==> config.mk <==
export PLATFORM = sky130hd
export DESIGN_NAME = atualiza_linha_fifo_flat
export DESIGN_NICKNAME = d
export VERILOG_FILES = /design/src/rtl/atualiza_linha_fifo_if.sv /design/src/rtl/atualiza_linha_fifo.sv /design/src/flat_wrapper.sv
export SDC_FILE = /design/constraint.sdc
export NUM_CORES = 1
export LEC_CHECK = 0
export CORE_MARGIN = 5
export CORE_UTILIZATION = 64
export CTS_BUF_LIST = sky130_fd_sc_hd__clkbuf_4 sky130_fd_sc_hd__clkbuf_8
export CTS_CLUSTER_DIAMETER = 200
export DETAILED_ROUTE_END_ITERATION = 16
export PLACE_DENSITY = 0.93
export SLEW_MARGIN = 15
export SYNTH_ARGS = -nofsm -noshare
export SYNTH_HDL_FRONTEND = slang
export SYNTH_SLANG_ARGS = --single-unit
export TNS_END_PERCENT = 30
==> constraint.sdc <==
create_clock -name clk -period 10.85 [get_ports clk]
set_input_delay 1.085 -clock clk [delete_from_list [all_inputs] [get_ports clk]]
set_output_delay 1.085 -clock clk [all_outputs]
set_load 0.1 [all_outputs]
==> src/rtl/atualiza_linha_fifo_if.sv <==
// Bus between the line-refresh FIFO and its user: push/pop handshake,
// current time stamp, and the raw and refreshed head line.
`timescale 1ns/1ps
interface atualiza_linha_fifo_if #(
    parameter int unsigned DATA_WIDTH = 72,
    parameter int unsigned BW         = 4,
    parameter int unsigned LW         = 12
);
    logic [DATA_WIDTH-1:0] din;
    logic                  wr_en;
    logic                  rd_en;
    logic [BW-1:0]         cur_bucket;
    logic [LW-1:0]         cur_loop;
    logic [DATA_WIDTH-1:0] raw_dout;
    logic [DATA_WIDTH-1:0] dout;
    logic                  full;
    logic                  nearly_full;
    logic                  empty;
    logic                  err;

    modport master (
        output din, wr_en, rd_en, cur_bucket, cur_loop,
        input  raw_dout, dout, full, nearly_full, empty, err
    );

    modport slave (
        input  din, wr_en, rd_en, cur_bucket, cur_loop,
        output raw_dout, dout, full, nearly_full, empty, err
    );
endinterface

==> src/rtl/atualiza_linha_fifo.sv <==
// Fall-through FIFO of SRAM lines whose head is presented both raw and
// with its Bloom time buckets aged against the current {loop, bucket}.
// Optional sticky protocol-error flag: ATUALIZA_LINHA_FIFO_ERR_CHECK_EN.
`timescale 1ns/1ps
module atualiza_linha_fifo #(
    parameter int unsigned DATA_WIDTH     = 72,
    parameter int unsigned MAX_DEPTH_BITS = 3,
    parameter int unsigned BUCKET_SZ      = 4,
    parameter int unsigned BLOOM_INIT_POS = 16
) (
    input logic                  clk,
    input logic                  reset,
    atualiza_linha_fifo_if.slave fifo
);
    localparam int unsigned NUM_BUCKETS = (DATA_WIDTH - BLOOM_INIT_POS) / BUCKET_SZ;
    localparam int unsigned BW          = $clog2(NUM_BUCKETS);
    localparam int unsigned LW          = BLOOM_INIT_POS - BW;
    localparam int unsigned DEPTH       = 1 << MAX_DEPTH_BITS;
    localparam int unsigned CW          = MAX_DEPTH_BITS + 1;

    logic [DATA_WIDTH-1:0]     mem [DEPTH];
    logic [MAX_DEPTH_BITS-1:0] wr_ptr;
    logic [MAX_DEPTH_BITS-1:0] rd_ptr;
    logic [CW-1:0]             count;
    logic [CW-1:0]             count_next;
    logic                      full_q;
    logic                      nearly_full_q;
    logic                      empty_q;
    logic                      push;
    logic                      pop;
    logic [DATA_WIDTH-1:0]     head;
    logic [DATA_WIDTH-1:0]     line;

    logic [BW-1:0]             s_bucket;
    logic [LW-1:0]             s_loop;
    logic [LW-1:0]             s_loop_inc;
    logic                      same_loop;
    logic                      next_loop;
    logic                      clr;

    // Acceptance uses the registered flags seen before the edge.
    assign push = fifo.wr_en && !full_q;
    assign pop  = fifo.rd_en && !empty_q;

    // Occupancy after this cycle's accepted operations.
    always_comb begin
        count_next = count;
        case ({push, pop})
            2'b10:   count_next = count + CW'(1);
            2'b01:   count_next = count - CW'(1);
            default: count_next = count;
        endcase
    end

    // Pointers, count and flags; flags are registered from the next count.
    always_ff @(posedge clk) begin
        if (reset) begin
            wr_ptr        <= '0;
            rd_ptr        <= '0;
            count         <= '0;
            empty_q       <= 1'b1;
            full_q        <= 1'b0;
            nearly_full_q <= 1'b0;
        end else begin
            if (push) wr_ptr <= wr_ptr + MAX_DEPTH_BITS'(1);
            if (pop)  rd_ptr <= rd_ptr + MAX_DEPTH_BITS'(1);
            count         <= count_next;
            empty_q       <= (count_next == '0);
            full_q        <= (count_next == CW'(DEPTH));
            nearly_full_q <= (count_next >= CW'(DEPTH - 1));
        end
    end

    // Line storage; contents survive reset, the reset cycle never writes.
    always_ff @(posedge clk) begin
        if (!reset && push) mem[wr_ptr] <= fifo.din;
    end

    assign head          = mem[rd_ptr];
    assign fifo.raw_dout = head;
    assign fifo.full        = full_q;
    assign fifo.nearly_full = nearly_full_q;
    assign fifo.empty       = empty_q;

    assign s_bucket   = head[BW-1:0];
    assign s_loop     = head[BLOOM_INIT_POS-1:BW];
    assign s_loop_inc = s_loop + LW'(1);
    assign same_loop  = (fifo.cur_loop == s_loop)     && (fifo.cur_bucket >= s_bucket);
    assign next_loop  = (fifo.cur_loop == s_loop_inc) && (fifo.cur_bucket <  s_bucket);

    // Age the head: clear every bucket whose time slot has elapsed since the
    // stored stamp; a stamp more than one loop old (or in the future) clears all.
    always_comb begin
        line = head;
        clr  = 1'b0;
        for (int unsigned i = 0; i < NUM_BUCKETS; i++) begin
            if (same_loop) begin
                clr = (i > 32'(s_bucket)) && (i <= 32'(fifo.cur_bucket));
            end else if (next_loop) begin
                clr = (i > 32'(s_bucket)) || (i <= 32'(fifo.cur_bucket));
            end else begin
                clr = 1'b1;
            end
            if (clr) line[BLOOM_INIT_POS + BUCKET_SZ*i +: BUCKET_SZ] = '0;
        end
        line[BLOOM_INIT_POS-1:0] = {fifo.cur_loop, fifo.cur_bucket};
    end

    assign fifo.dout = line;

`ifdef ATUALIZA_LINHA_FIFO_ERR_CHECK_EN
    logic err_q;

    // Sticky flag for a write while full or a read while empty.
    always_ff @(posedge clk) begin
        if (reset) begin
            err_q <= 1'b0;
        end else if ((fifo.wr_en && full_q) || (fifo.rd_en && empty_q)) begin
            err_q <= 1'b1;
        end
    end

    assign fifo.err = err_q;
`else
    assign fifo.err = 1'b0;
`endif
endmodule

==> src/flat_wrapper.sv <==
// flat-port wrapper written by rule: the top's interface ports become plain ports
module atualiza_linha_fifo_flat 
#(
    parameter int unsigned DATA_WIDTH     = 72,
    parameter int unsigned MAX_DEPTH_BITS = 3,
    parameter int unsigned BUCKET_SZ      = 4,
    parameter int unsigned BLOOM_INIT_POS = 16
)
  (clk, reset, fifo_din, fifo_wr_en, fifo_rd_en, fifo_cur_bucket, fifo_cur_loop, fifo_raw_dout, fifo_dout, fifo_full, fifo_nearly_full, fifo_empty, fifo_err);
  atualiza_linha_fifo_if #(.DATA_WIDTH(DATA_WIDTH), .BW(4), .LW(12)) fifo_i ();
  input logic clk;
  input logic reset;
  input wire logic [$bits(fifo_i.din)-1:0] fifo_din;
  input wire logic [$bits(fifo_i.wr_en)-1:0] fifo_wr_en;
  input wire logic [$bits(fifo_i.rd_en)-1:0] fifo_rd_en;
  input wire logic [$bits(fifo_i.cur_bucket)-1:0] fifo_cur_bucket;
  input wire logic [$bits(fifo_i.cur_loop)-1:0] fifo_cur_loop;
  output wire logic [$bits(fifo_i.raw_dout)-1:0] fifo_raw_dout;
  output wire logic [$bits(fifo_i.dout)-1:0] fifo_dout;
  output wire logic [$bits(fifo_i.full)-1:0] fifo_full;
  output wire logic [$bits(fifo_i.nearly_full)-1:0] fifo_nearly_full;
  output wire logic [$bits(fifo_i.empty)-1:0] fifo_empty;
  output wire logic [$bits(fifo_i.err)-1:0] fifo_err;
  assign fifo_i.din = fifo_din;
  assign fifo_i.wr_en = fifo_wr_en;
  assign fifo_i.rd_en = fifo_rd_en;
  assign fifo_i.cur_bucket = fifo_cur_bucket;
  assign fifo_i.cur_loop = fifo_cur_loop;
  assign fifo_raw_dout = fifo_i.raw_dout;
  assign fifo_dout = fifo_i.dout;
  assign fifo_full = fifo_i.full;
  assign fifo_nearly_full = fifo_i.nearly_full;
  assign fifo_empty = fifo_i.empty;
  assign fifo_err = fifo_i.err;
  atualiza_linha_fifo #(.DATA_WIDTH(DATA_WIDTH), .MAX_DEPTH_BITS(MAX_DEPTH_BITS), .BUCKET_SZ(BUCKET_SZ), .BLOOM_INIT_POS(BLOOM_INIT_POS)) u_core (.clk(clk), .reset(reset), .fifo(fifo_i));
endmodule
==> results_dict.tcl, run 1 <==
set metrics [dict create \
    worst_skew_pair_later_pin_latency_ns 0.64 \
    finalPower_uw 5822 \
    synth-async-reset-ratio_pct 0 \
    critPathSlowestCell "sky130_fd_sc_hd__clkdlybuf4s50_1" \
    row_count 70 \
    swShare_pct 31.40 \
    final.setup_skew_ns 0.02154 \
    critPathBufInv 4 \
    die_w_um 203.5 \
    wl_mm 58.34 \
    clk_transition_reported_paths_ns 0.06 \
    drt_iter0_markers 1686 \
    worst_r2r_startpoint "u_core.fifo.full" \
    rsz0062_at_grt "no" \
    cp.required_ns 9.77 \
    final.min_clock_period_ns 8.030 \
    slew_headroom_pct 24.93 \
    synth_enable_flop_cells 576 \
    drcViolationCount 0 \
    slew_viol_final 0 \
    timing_worst_setup_path_type "flip-flop to primary output" \
    drt_first_pass_iters 5 \
    cts.repair_timing.setup_buffer_count 0 \
    top_level_ports 240 \
    numClockSinks 592 \
    cts_hold_buffers 0 \
    final_common_cell "sky130_fd_sc_hd__edfxtp_1" \
    finalHoldViolations 0 \
    period_share_pct 74.01 \
    post_cts_resized 0 \
    grt_start_max_net_pins 62 \
    power.static_leakage_uw 0.009042 \
    crit_path_end_kind "primary output" \
    post-place-ws_ns 3.182 \
    cts-buffers-inserted 89 \
    pint_uw 3994 \
    first_global_vias 13610 \
    synth.lib_cells_used.distinct 58 \
    netlist_instances 1170 \
    min-delay-path-class "flip-flop to flip-flop" \
    p_sw_uw 1828 \
    hp-start "u_core.wr_ptr[1]" \
    vias_per_cell 6.495 \
    dieArea_sq_um 41430 \
    maximum_net_fanout_on_the_critical_path 60 \
    place.detailed.hpwl_mm 33.49 \
    share_seq_of_total_power_pct 45.0 \
    grt_util_all_layers_pct 28.08 \
    result_of_the_run "finished, final reports clean" \
    dpl.cell_count 1832 \
    syn_area_sq_um 23970 \
    area.growth.synth_to_final_pct 19.16 \
    number_of_antenna_violations_at_the_first_check_in_global_routing 4 \
    synth_warnings 0 \
    worst-endpoint-arrival_ns 6.95 \
    h-tree-depth 3 \
    yosysSeqAreaShare_pct 73.49 \
    placeable_area_sq_um 36790 \
    via_count 12940 \
    power.combinational.fraction_pct 24.0 \
    max-clock-path-buffers 3 \
    port_buffers 238 \
    initial_core_utilization_pct 65.17 \
    globalplace.congestion 0.8778 \
    worstPathCellList "buf_4, mux4_2, mux2_2, inv_1, ha_1, o21ai_0, nand2b_1, a21oi_1, nor3b_1, nand4_1, a211oi_4, buf_8, a41oi_1, nor2_1, clkdlybuf4s50_1" \
    timing.final.setup_violations 0 \
    grt_pass1_wl_mm 85.82 \
    grt_overflow_total 0 \
    max_slew.worst_pin.slew_ns 1.123 \
    crit_path_start_kind "flip-flop" \
    fmaxAchievable_ghz 0.1245 \
    ys_dominant_reg_cell "sky130_fd_sc_hd__edfxtp_1" \
    chipHeight_um 203.5 \
    max_cap_viol_count 0 \
    power.density_cell_area_nw_per_um2 203.8 \
    postLayoutSetupSlackWorst_ns 2.820 \
    drive_gt1_share_pct 25.51 \
    postSynthRegisterBits 592 \
    clockRootBuffer "sky130_fd_sc_hd__clkbuf_8" \
    layout.cells.most_common_list "sky130_fd_sc_hd__edfxtp_1, sky130_fd_sc_hd__clkdlybuf4s50_1, sky130_fd_sc_hd__mux4_2" \
    wl_per_cell_um 29.29 \
    timing.critical_path.max_delay_family "buffers and inverters" \
    finish.utilization_pct 77.66 \
    power.ir.vdd_worst_v 0.0001478 \
    slowest_delay_ns 1.23 \
    postSynthAreaPerCell_sq_um 20.49 \
    cts_tree "built" \
    pwr-share-clk_pct 31.0 \
    finish.cell_count_without_fillers 1992 \
    postRouteAntennaNets 0 \
    nets_in_the_synthesized_netlist 1273 \
    totalNegativeSetupSlack_ns 0 \
    final_net_count 1559 \
]
[cell type report]
type | instances | area [sq um]
antenna | 3 | 7.507
timing repair buffer | 261 | 2562
sequential | 592 | 17630
tap | 468 | 585.6
fill | 1794 | 8219
clock inverter | 32 | 217.7
multi-input combinational | 477 | 5914
inverter | 35 | 131.4
clock buffer | 124 | 1519
[path summary, 6_finish.rpt]
check                                         end  slack, ns  cells past startpoint
worst max-delay path                fifo_dout[50]       2.82                     15
worst min-delay path             u_core.wr_ptr[1]       0.51                      2
worst max register to register  u_core.mem[2][15]       7.76                      4
worst min register to register   u_core.wr_ptr[1]       0.51                      2
[power groups by stage]
stage	Combinational (uW)	Sequential [uW]	Clock (uW)
after global routing	1450	2630	1940
final	1390	2620	1810
after detailed placement	1380	2670	0
after floorplan	1070	2650	0
after global placement	1350	2660	0
after CTS	1390	2620	1820
[sequential cells by signal, indices dropped and copies added (netlist names), named ones only]
| signal | count |
|---|---|
| u_core.wr_ptr | 3 |
| u_core.fifo.empty | 1 |
| u_core.rd_ptr | 3 |
| u_core.mem | 576 |
| u_core.fifo.nearly_full | 1 |
| u_core.fifo.full | 1 |
| u_core.count | 4 |
[logic make-up (layout without fill, tap and decap cells)]
| family | count (synthesis) | after routing | share of synthesized area (%) |
|---|---|---|---|
| flops | 592 | 592 | 73.49 |
| buf+inv | 101 | 452 | 2.129 |
| other cells | 1 | 4 | 0.01564 |
| compound gates | 64 | 64 | 2.302 |
| simple gates | 155 | 155 | 3.455 |
| mux | 219 | 219 | 17.02 |
| xor+xnor | 27 | 27 | 0.9864 |
| fa+ha+maj | 11 | 11 | 0.6054 |
[per-layer routing]
layer	routed length (um)	global-route usage, %
met1	20520	37.08
met2	29350	45.49
met3	6539	8.316
met4	1912	10.14
met5	13	0
[synth_stat cells (12+ instances only)]
master	instances	share of area (%)
sky130_fd_sc_hd__edfxtp_1	576	72
sky130_fd_sc_hd__mux4_2	144	14
sky130_fd_sc_hd__nor2_1	50	0.78
sky130_fd_sc_hd__mux2_2	47	2.2
sky130_fd_sc_hd__nor2b_1	47	1.2
sky130_fd_sc_hd__inv_1	32	0.50
sky130_fd_sc_hd__a21oi_1	24	0.50
sky130_fd_sc_hd__mux2i_1	23	0.96
sky130_fd_sc_hd__buf_4	19	0.60
sky130_fd_sc_hd__clkbuf_1	18	0.28
sky130_fd_sc_hd__nand2_1	18	0.28
sky130_fd_sc_hd__buf_1	16	0.25
sky130_fd_sc_hd__dfxtp_1	16	1.3
sky130_fd_sc_hd__xnor2_1	15	0.55
sky130_fd_sc_hd__xor2_1	12	0.44
[per-stage QoR]
step / hold slack, ns / cell area (sq um)
after CTS: 0.5105 / 28540
after floorplan: 0.4619 / 23970
after global routing: 0.5409 / 28570
final: 0.5065 / 28570
after detailed placement: 0.5023 / 26800
after global placement: 0.4747 / 26800
[tightest hold or removal path, stage by stage, from the launching register on]
cell and delay (ns):
sky130_fd_sc_hd__dfxtp_1 0.34, sky130_fd_sc_hd__nand2_1 0.06, sky130_fd_sc_hd__a21oi_1 0.06
Note: power is estimated with default switching activity, not from simulation.
==> inputs of run 2 (changes only) <==
Settings changed: CORE_UTILIZATION 64 to 53, PLACE_DENSITY 0.93 to 0.83.
Clock period 10.85 ns to 6.65 ns, I/O delays scaled along.
==> run 2 against run 1 <==
  * Final area up 0.29%
  * Routed wire length down 8.8%
  * Clock skew up 0.0030 ns
  * Highest routed layer unchanged
  * First-iteration DRC count down 20%
  * Largest cell class unchanged
  * Global-route usage down 6.7 points
==> results_dict.tcl, run 2 (same netlist as run 1, synthesis figures left out) <==
set metrics [dict create \
    worst_skew_pair_later_pin_latency_ns 0.65 \
    cts_tree "built" \
    place.detailed.hpwl_mm 32.67 \
    crit_path_end_kind "primary output" \
    wl_mm 53.21 \
    layout.cells.most_common_list "sky130_fd_sc_hd__edfxtp_1, sky130_fd_sc_hd__clkdlybuf4s50_1, sky130_fd_sc_hd__mux4_2" \
    finish.utilization_pct 63.54 \
    power.combinational.fraction_pct 24.1 \
    row_count 78 \
    reg_top3 "u_core.mem x576, u_core.count x4" \
    timing.final.setup_violations 0 \
    h-tree-depth 3 \
    drive_gt1_share_pct 28.97 \
    power.ir.vdd_worst_v 0.0002295 \
    grt_util_all_layers_pct 21.34 \
    rr_worst_depth 6 \
    min-delay-path-class "flip-flop to flip-flop" \
    timing_worst_setup_path_type "flip-flop to primary output" \
    worst-endpoint-arrival_ns 5.28 \
    fillers 2995 \
    worst_r2r_startpoint "u_core.fifo.full" \
    grt_overflow_total 0 \
    worst_hold_path.num_cells 2 \
    final.min_clock_period_ns 5.942 \
    period_share_pct 89.36 \
    globalplace.congestion 0.8253 \
    cp.required_ns 5.98 \
    max_slew.worst_pin.slew_ns 1.185 \
    fmaxAchievable_ghz 0.1683 \
    max_cap_viol_count 0 \
    final-seq-area_sq_um 17630 \
    final.setup_skew_ns 0.02450 \
    flip_flop_count_of_the_largest_register_all_copies_and_words_added 576 \
    r2r_end "u_core.mem[0][48]" \
    timing.reg2reg.setup_slack_ns 3.39 \
    power.density_cell_area_nw_per_um2 328.0 \
    finalHoldViolations 0 \
    dieArea_sq_um 49590 \
    top_level_ports 240 \
    max-clock-path-buffers 3 \
    power.static_leakage_uw 0.009167 \
    clockRootBuffer "sky130_fd_sc_hd__clkbuf_8" \
    numClockSinks 592 \
    cts-buffers-inserted 90 \
    pint_uw 6453 \
    die_w_um 222.7 \
    end_point_of_the_most_critical_hold_path "u_core.wr_ptr[1]" \
    post_cts_resized 0 \
    drcViolationCount 0 \
    postRouteAntennaNets 0 \
    multi_input_area_sq_um 5922 \
    area.growth.synth_to_final_pct 19.50 \
    cts_hold_buffers 0 \
    number_of_antenna_violations_at_the_first_check_in_global_routing 9 \
    swShare_pct 31.33 \
    hp-start "u_core.wr_ptr[1]" \
    placeable_area_sq_um 45090 \
    result_of_the_run "finished, final reports clean" \
    rsz0062_at_grt "no" \
    via_count 12430 \
    final_common_cell "sky130_fd_sc_hd__edfxtp_1" \
    cts.repair_timing.setup_buffer_count 0 \
    maximum_net_fanout_on_the_critical_path 42 \
    fin_worst_hold_slack_ns 0.5005 \
    slew_viol_final 0 \
    port_buffers 238 \
    first_global_vias 12820 \
    wl_per_cell_um 24.83 \
    grt_pass1_wl_mm 79.44 \
    crit_path_start_kind "flip-flop" \
    p_sw_uw 2944 \
    drt_iter0_markers 1348 \
    drt_first_pass_iters 5 \
    dpl_cell_area_sq_um 26870 \
    vias_per_cell 5.798 \
    final_net_count 1562 \
    postLayoutSetupSlackWorst_ns 0.7077 \
    final_area_sq_um 28650 \
    clk_transition_reported_paths_ns 0.06 \
    largest_reg_by_ff_count "u_core.mem" \
    initial_core_utilization_pct 53.17 \
    grt_start_max_net_pins 57 \
    share_seq_of_total_power_pct 45.2 \
    slew_headroom_pct 20.62 \
    chipHeight_um 222.7 \
    pwr-share-clk_pct 30.7 \
    post-place-ws_ns 1.385 \
]
-- run 2: power groups by stage --
stage	clock network [uW]	registers, uW	logic (uW)
after detailed placement	0	4330	2270
final	2890	4240	2260
after global placement	0	4320	2240
after CTS	2940	4250	2280
after floorplan	0	4330	1750
after global routing	3120	4250	2370
-- run 2: per-stage QoR --
| stage | setup TNS [ns] | cells | power [uW] |
|---|---|---|---|
| floorplan | -4.634 | 1170 | 6075 |
| CTS | 0 | 2136 | 9469 |
| detailed placement | 0 | 1967 | 6594 |
| global route | 0 | 2143 | 9752 |
| finish | 0 | 2143 | 9397 |
| global placement | 0 | 1967 | 6562 |
-- run 2: layout make-up --
| cell class | instances | share of cell area, % |
|---|---|---|
| diodes | 7 | 0.06114 |
| clock buffers | 111 | 4.918 |
| clock inverters | 58 | 1.214 |
| inverters | 35 | 0.4586 |
| multi-input cells | 477 | 20.67 |
| flip-flops and latches | 592 | 61.53 |
| well taps | 600 | 2.620 |
| repair buffers | 263 | 8.525 |
-- run 2: worst max-delay path by stage --
stage | end | depth (start not counted)
floorplan | u_core.mem[2][0] | 3
global placement | fifo_dout[51] | 11
detailed placement | fifo_dout[23] | 11
CTS | fifo_dout[23] | 11
global route | fifo_dout[23] | 11
finish | fifo_dout[22] | 11
-- run 2: worst max-delay path, cell delays in order, from the launching register on --
cell and delay (ns):
sky130_fd_sc_hd__dfxtp_4 0.59, sky130_fd_sc_hd__buf_4 0.62, sky130_fd_sc_hd__mux2i_2 0.22, sky130_fd_sc_hd__nor4_1 0.52
sky130_fd_sc_hd__nand2_1 0.20, sky130_fd_sc_hd__xnor2_1 0.17, sky130_fd_sc_hd__a2bb2oi_1 0.23, sky130_fd_sc_hd__nand2_1 0.37
sky130_fd_sc_hd__buf_4 0.33, sky130_fd_sc_hd__a31oi_1 0.95, sky130_fd_sc_hd__nor2_1 0.10, sky130_fd_sc_hd__buf_4 0.28
-- run 2: per-layer routing --
metal / vias to the layer above / share of wire, % / GRT usage, %
met2: 575 / 49 / 33.80
li1: 5340 / - / -
met3: 102 / 9.2 / 6.672
met1: 6405 / 39 / 28.43
met4: 4 / 2.7 / 7.569
met5: - / 0.041 / 0
==> inputs of run 3 (changes only) <==
Settings changed: ABC_CLOCK_PERIOD_IN_PS from default to 6650, CAP_MARGIN from default to 0.
==> results of run 3 <==
The final DEF is identical to that of run 2; final timing and power are the same.
